File: src/rtl/inst_fetch_pkg.sv
`default_nettype none
// ----------------------------------------------------------------------------
// inst_fetch_pkg : shared CPU constants and fetch-slot type  | Rev 1.0
// ----------------------------------------------------------------------------
package inst_fetch_pkg;

  localparam logic [31:0] CPU_RESET_PC   = 32'hBFC0_0000;
  localparam logic [31:0] CPU_EXC_VECTOR = 32'hBFC0_0380;

  // Slot presented to decode; req marks that the word comes from the SRAM.
  typedef struct packed {
    logic        valid;
    logic [31:0] pc;
    logic        adel;
    logic        req;
  } id_slot_t;

  function automatic logic pc_aligned(input logic [31:0] pc);
    return pc[1:0] == 2'b00;
  endfunction

endpackage
`default_nettype wire

File: src/rtl/inst_fetch_hold_buf.sv
`default_nettype none
// ----------------------------------------------------------------------------
// fetch_hold_buf : RUN/HOLD state, hold register and id_inst output mux  | Rev 1.0
// ----------------------------------------------------------------------------
module fetch_hold_buf (
  input  logic        clk,
  input  logic        resetn,
  input  logic        stall,
  input  logic        flush,
  input  logic        id_valid_i,
  input  logic [31:0] live_inst_i,
  output logic [31:0] id_inst_o
);

  localparam logic [0:0] ST_RUN  = 1'b0;
  localparam logic [0:0] ST_HOLD = 1'b1;

  logic [0:0]  state_q, state_d;
  logic [31:0] hold_q, hold_d;

  always_comb begin
    state_d = state_q;
    hold_d  = hold_q;
    if (flush) begin
      state_d = ST_RUN;
      hold_d  = 32'h0;
    end else if (state_q == ST_RUN) begin
      // rdata is only guaranteed for one cycle, so latch it on the first stall.
      if (stall && id_valid_i) begin
        state_d = ST_HOLD;
        hold_d  = live_inst_i;
      end
    end else if (!stall) begin
      state_d = ST_RUN;
    end
  end

  always_ff @(posedge clk or negedge resetn) begin
    if (!resetn) begin
      state_q <= ST_RUN;
      hold_q  <= 32'h0;
    end else begin
      state_q <= state_d;
      hold_q  <= hold_d;
    end
  end

  assign id_inst_o = (state_q == ST_HOLD) ? hold_q : live_inst_i;

endmodule
`default_nettype wire

File: src/rtl/inst_fetch.sv
`default_nettype none
// ----------------------------------------------------------------------------
// inst_fetch : PC sequencing, SRAM fetch request and decode-slot delivery  | Rev 1.0
// ----------------------------------------------------------------------------
module inst_fetch
  import inst_fetch_pkg::*;
#(
  parameter logic [31:0] RESET_PC = CPU_RESET_PC
) (
  input  logic        clk,
  input  logic        resetn,
  input  logic        stall,
  input  logic        br_valid,
  input  logic [31:0] br_target,
  input  logic        flush,
  input  logic [31:0] flush_pc,
  output logic        inst_sram_en,
  output logic [3:0]  inst_sram_wen,
  output logic [31:0] inst_sram_addr,
  output logic [31:0] inst_sram_wdata,
  input  logic [31:0] inst_sram_rdata,
  output logic        id_valid,
  output logic [31:0] id_pc,
  output logic [31:0] id_inst,
  output logic        id_adel
);

  logic [31:0] pc_q, pc_d;
  id_slot_t    slot_q, slot_d;
  logic        aligned;
  logic [31:0] live_inst;

  assign aligned = pc_aligned(pc_q);

  always_comb begin
    pc_d   = pc_q;
    slot_d = slot_q;
    if (flush) begin
      pc_d         = flush_pc;
      slot_d.valid = 1'b0;
      slot_d.adel  = 1'b0;
      slot_d.req   = 1'b0;
    end else if (!stall) begin
      // The fetch issued alongside a taken branch is its delay slot.
      pc_d         = br_valid ? br_target : pc_q + 32'd4;
      slot_d.valid = 1'b1;
      slot_d.pc    = pc_q;
      slot_d.adel  = ~aligned;
      slot_d.req   = aligned;
    end
  end

  always_ff @(posedge clk or negedge resetn) begin
    if (!resetn) begin
      pc_q   <= RESET_PC;
      slot_q <= '0;
    end else begin
      pc_q   <= pc_d;
      slot_q <= slot_d;
    end
  end

  assign live_inst = slot_q.req ? inst_sram_rdata : 32'h0;

  fetch_hold_buf u_hold_buf (
    .clk         (clk),
    .resetn      (resetn),
    .stall       (stall),
    .flush       (flush),
    .id_valid_i  (slot_q.valid),
    .live_inst_i (live_inst),
    .id_inst_o   (id_inst)
  );

  assign inst_sram_en    = resetn & ~stall & ~flush & aligned;
  assign inst_sram_wen   = 4'b0000;
  assign inst_sram_addr  = pc_q;
  assign inst_sram_wdata = 32'h0;
  assign id_valid        = slot_q.valid;
  assign id_pc           = slot_q.pc;
  assign id_adel         = slot_q.adel;

endmodule
`default_nettype wire

File: config.mk
export PLATFORM = sky130hd
export DESIGN_NAME = inst_fetch
export DESIGN_NICKNAME = d
export VERILOG_FILES = /design/src/rtl/inst_fetch_pkg.sv /design/src/rtl/inst_fetch_hold_buf.sv /design/src/rtl/inst_fetch.sv
export SDC_FILE = /design/constraint.sdc
export NUM_CORES = 1
export LEC_CHECK = 0
export ABC_AREA = 1
export BUFFER_PORTS_ARGS = -buffer_cell sky130_fd_sc_hd__buf_4
export CORE_UTILIZATION = 55
export DETAILED_ROUTE_END_ITERATION = 8
export HOLD_SLACK_MARGIN = 0.05
export PLACE_DENSITY = 0.87
export SLEW_MARGIN = 20
export SYNTH_ARGS = -nofsm -noshare
export SYNTH_HDL_FRONTEND = slang
export SYNTH_HIERARCHICAL = 1
export SYNTH_SLANG_ARGS = --single-unit
File: constraint.sdc
create_clock -name clk -period 2.45 [get_ports clk]
set_input_delay 0.49 -clock clk [delete_from_list [all_inputs] [get_ports clk]]
set_output_delay 0.49 -clock clk [all_outputs]
set_load 0.005 [all_outputs]
After elaboration in Yosys (flattened, before gate mapping)
Index checks and enable logic that the tools add are counted.
- bits in registers: 100
- bits of input ports: 101
- output and inout port bits: 135
- logic and storage cells: 36
- add/sub/neg operators: 1
- equality and inequality tests: 2
- muxes and demuxes: 15
- bitwise operators: 6
- reduce and logical (&&, ||, !) cells: 5
- operators by type and width (cell ; count):
    $mux 32 ; 8
    $mux 35 ; 1
    $add 32x3->32 const B ; 1
    $mux 1 ; 5
    $reduce_and 2->1 ; 2
    $and 1x1->1 ; 3
    $not 1->1 ; 3
    $logic_not 2->1 ; 1
    $mux 2 ; 1
    $ne 2x1->1 const B ; 1
    $ne 2x2->1 const B ; 1
    $reduce_bool 2->1 ; 1
    $logic_and 1x1->1 ; 1

Longest topological paths before layout
- word-level depth: 4
- mapped depth: 10

Cells and area by module
Netlist, hierarchy kept.
- by module, submodules not included (module ; instances ; cells an instance ; area an instance (um2) ; sequential area each (um2)):
    inst_fetch ; 1 ; 722 ; 4692.0 ; 1687.9
    fetch_hold_buf ; 1 ; 286 ; 1943.1 ; 825.8

Worst setup path after synthesis
Ideal clock, no wire load.
- kind: input to output
- start point: input port flush
- end point: output port inst_sram_en
- data arrival time: 1184 ps
- required time: 1960 ps
- setup slack: 776 ps
- stages: 4
- path buffers: 2
- cell sequence: buf_2 -> nor2_4 -> buf_2 -> and3_1
- word-level cells in the longest chain between the ends: 3
- ends and longest elaborated chain (what ; line ; RTL):
    start, declared ; inst_fetch.sv:15 ; input logic flush,
    $not 1->1 (no source line) ; - ;
    $and 1x1->1 (2 in a row) ; inst_fetch.sv:75 ; assign inst_sram_en = resetn & ~stall & ~flush & aligned;
    end, declared ; inst_fetch.sv:17 ; output logic inst_sram_en,
No other way between the ends.

Worst setup path after layout
- start point: register slot_q[0] in the netlist's numbering
- end point: output port id_inst[26]
- word-level cells in the longest chain between the ends: 2
- ends and longest elaborated chain (what ; line ; RTL):
    start, declared ; inst_fetch.sv:29 ; id_slot_t slot_q, slot_d;
    start signal, assigned ; inst_fetch.sv:59 ; slot_q <= slot_d;
    $mux 32 ; inst_fetch.sv:63 ; assign live_inst = slot_q.req ? inst_sram_rdata : 32'h0;
    named net live_inst[26] ; inst_fetch.sv:31 ; logic [31:0] live_inst;
    $mux 32 ; inst_fetch_hold_buf.sv:48 ; assign id_inst_o = (state_q == ST_HOLD) ? hold_q : live_inst_i;
    end, declared ; inst_fetch.sv:24 ; output logic [31:0] id_inst,
The timed path passes the listed nets, and every way through them passes these cells.

==> flow_summary.yaml <==
critical_path:
  crit_path_end_kind: "output port"
  cp.arrival_ns: 1.58
  rrSetupSlack_ns: 0.69
  path_class: "register to output port"
  rr_endpoint: "inst_sram_addr[12]"
  startpoint_type: "register"
  worstPathRequired_ns: 1.96
  worstSetupStartpoint: "slot_q[0]"
  worst-path-max-fanout: 33
  reg2reg_depth: 8
  r2r_start: "inst_sram_addr[3]"
  endpoint: "id_inst[26]"
clock_network:
  tritoncts: "yes"
  htree_num_levels: 3
  insertion_delay_ns: 0.34
  cts.sinks: 100
  cts_root_buffer: "clkbuf_16"
  clk_pin_slew_worst_paths_ns: 0.07
  numCtsBuffers: 9
  postCtsHoldBufs: 0
  cts_setup_buffers: 0
  clockBufferDepth: 2
  cts_resized: 0
sta:
  slew_headroom_pct: 48.4
  fmax_mhz: 483
  slew_viol_final: 0
  skew_ns: 0.00615
  setup-violations-final: 0
  fin_crit_sh_pct: 84.5
  rsz0062_at_grt: "false"
  finalHoldViolCount: 0
  hold_slack_ns: 0.231
  tns_ns: 0
  worstMarginPinSlew_ns: 0.773
  final.min_clock_period_ns: 2.07
logic_synthesis:
  synthCells: 1008
  yosysWarningCount: 6
  synth_top_area_cell: "dfrtp_1"
  synth_ff_type: "dfrtp_1"
  netlist_area_um2: 6640
  yosysTopAreaCellShare_pct: 34.3
  synth_area_leaders: "dfrtp_1, nand2_1, buf_4"
  synth_edf_count: 0
  ys_types: 30
  synth_area_per_cell_um2: 6.58
  yosysSeqAreaShare_pct: 37.9
  synth_seq_cells: 100
  synthArstFlopShare_pct: 100
layout:
  final_util_pct: 70.5
  nFillCells: 997
  final_cell_mix: "nand2_1, buf_4, nor2_1, inv_1, nand3_1"
  finalInstanceArea_um2: 8150
  mostFrequentLayoutCell: "nand2_1"
  fin_nets: 1250
  drive_gt1_share_pct: 22.2
  layout-area-overhead-vs-synth_pct: 22.8
drt:
  firstDrtPassIters: 7
  drtAntennaViolNets: 0
  wl_per_cell_um: 14.2
  vias: 6717
  drt-total-wl_mm: 18.5
  drcViolationCount: 13
  avgViaCountPerCell: 5.18
  detail_route.iter0.violations: 667
outcome:
  status: "finished, violations left"
  violations: "design-rule violations"
floorplan:
  dieHeight_um: 112
  coreArea_um2: 11600
  dieArea_um2: 12500
  start_util_pct: 57.4
  ios: 236
  rows: 39
  fp.dieW_um: 112
power:
  cellLeakagePower_nw: 4.47
  pwr_density_cell_nw_per_um2: 560
  ir_worst_vdd_mv: 0.345
grt:
  grt_pass1_wl_mm: 29.5
  track_usage_pct: 29.5
  grt_remaining_overflow: 0
  antenna_found_initial: 1
  grt_pass1_vias: 6097
  grt_max_degree: 101
placement:
  dp_hpwl_mm: 13.4
  dpl-instance-area_um2: 7800
  numPortBuffers: 199
  gp_congestion: 0.987
flow_run:
  max-cap-violations: 0
min_path:
  hp-class: "input port to asynchronous set/reset pin"
## worst min-delay path by stage
stage / startpoint / to / slack [ns]
after floorplan: resetn / id_adel / 0.19
after global placement: id_pc[0] / id_pc[0] / 0.46
after detailed placement: id_pc[0] / id_pc[0] / 0.46
after CTS: resetn / u_hold_buf/hold_q[3] / 0.26
after global routing: resetn / u_hold_buf/hold_q[3] / 0.28
final: resetn / u_hold_buf/hold_q[3] / 0.23
## critical path, cell delays in order, from the launching register on
cell and delay, ns:
dfrtp_1 0.32, buf_4 0.32, nand2_1 0.08, inv_1 0.08, inv_1 0.05, o21ai_0 0.22, buf_4 0.16
## sequential cells by signal, summed over array words and instances (netlist names)
| signal | flops |
|---|---|
| id_adel | 1 |
| inst_sram_addr | 32 |
| id_pc | 32 |
| u_hold_buf/hold_q | 32 |
| u_hold_buf/state_q | 1 |
| id_valid | 1 |
| slot_q | 1 |
## report_power, final
group / total (mW) / switching, mW / internal (mW)
Clock: 1.62 / 0.619 / 1.00
Sequential: 1.96 / 0.155 / 1.81
Combinational: 0.981 / 0.527 / 0.454
Total: 4.57 / 1.30 / 3.26
## layout make-up
type,count,area (um2),share of cell area [%]
clock inverter,6,113,1.38
clock buffer,10,229,2.81
timing repair buffer,209,1610,19.7
inverter,114,428,5.25
multi-input combinational,714,3080,37.7
tap,143,179,2.20
sequential,100,2510,30.9
antenna,1,2.50,0.0307
## logic make-up after synthesis
group           share of synthesized area [%]
other cells                            0.0565
compound gates                           7.56
flops                                    37.9
fa+ha+maj                               0.189
xor+xnor                                0.792
buf+inv                                  17.7
simple gates                             35.8
## per-stage QoR
step	std cells	setup WS (ns)	power [mW]
global route	1297	0.290	4.78
floorplan	1043	0.776	2.55
detailed placement	1280	0.552	2.96
CTS	1296	0.366	4.59
finish	1297	0.379	4.57
global placement	1280	0.619	2.94
## layer usage
| metal | global-route usage (%) | vias up | routed length [um] |
|---|---|---|---|
| li1 | - | 3278 | - |
| met4 | 13.5 | 0 | 560 |
| met1 | 38.0 | 3081 | 7570 |
| met2 | 49.2 | 320 | 8940 |
| met3 | 4.25 | 38 | 1390 |
| met5 | 0 | - | 0 |
## cell usage after synthesis, drive strengths merged (3+ instances only)
master	number
buf	92
nand3	96
inv	113
nand2	334
clkbuf	23
dfstp	9
xor2	4
nor2	138
nand4	4
o211ai	3
o21ai	88
dfrtp	91
Power figures use the tool's default switching activity.
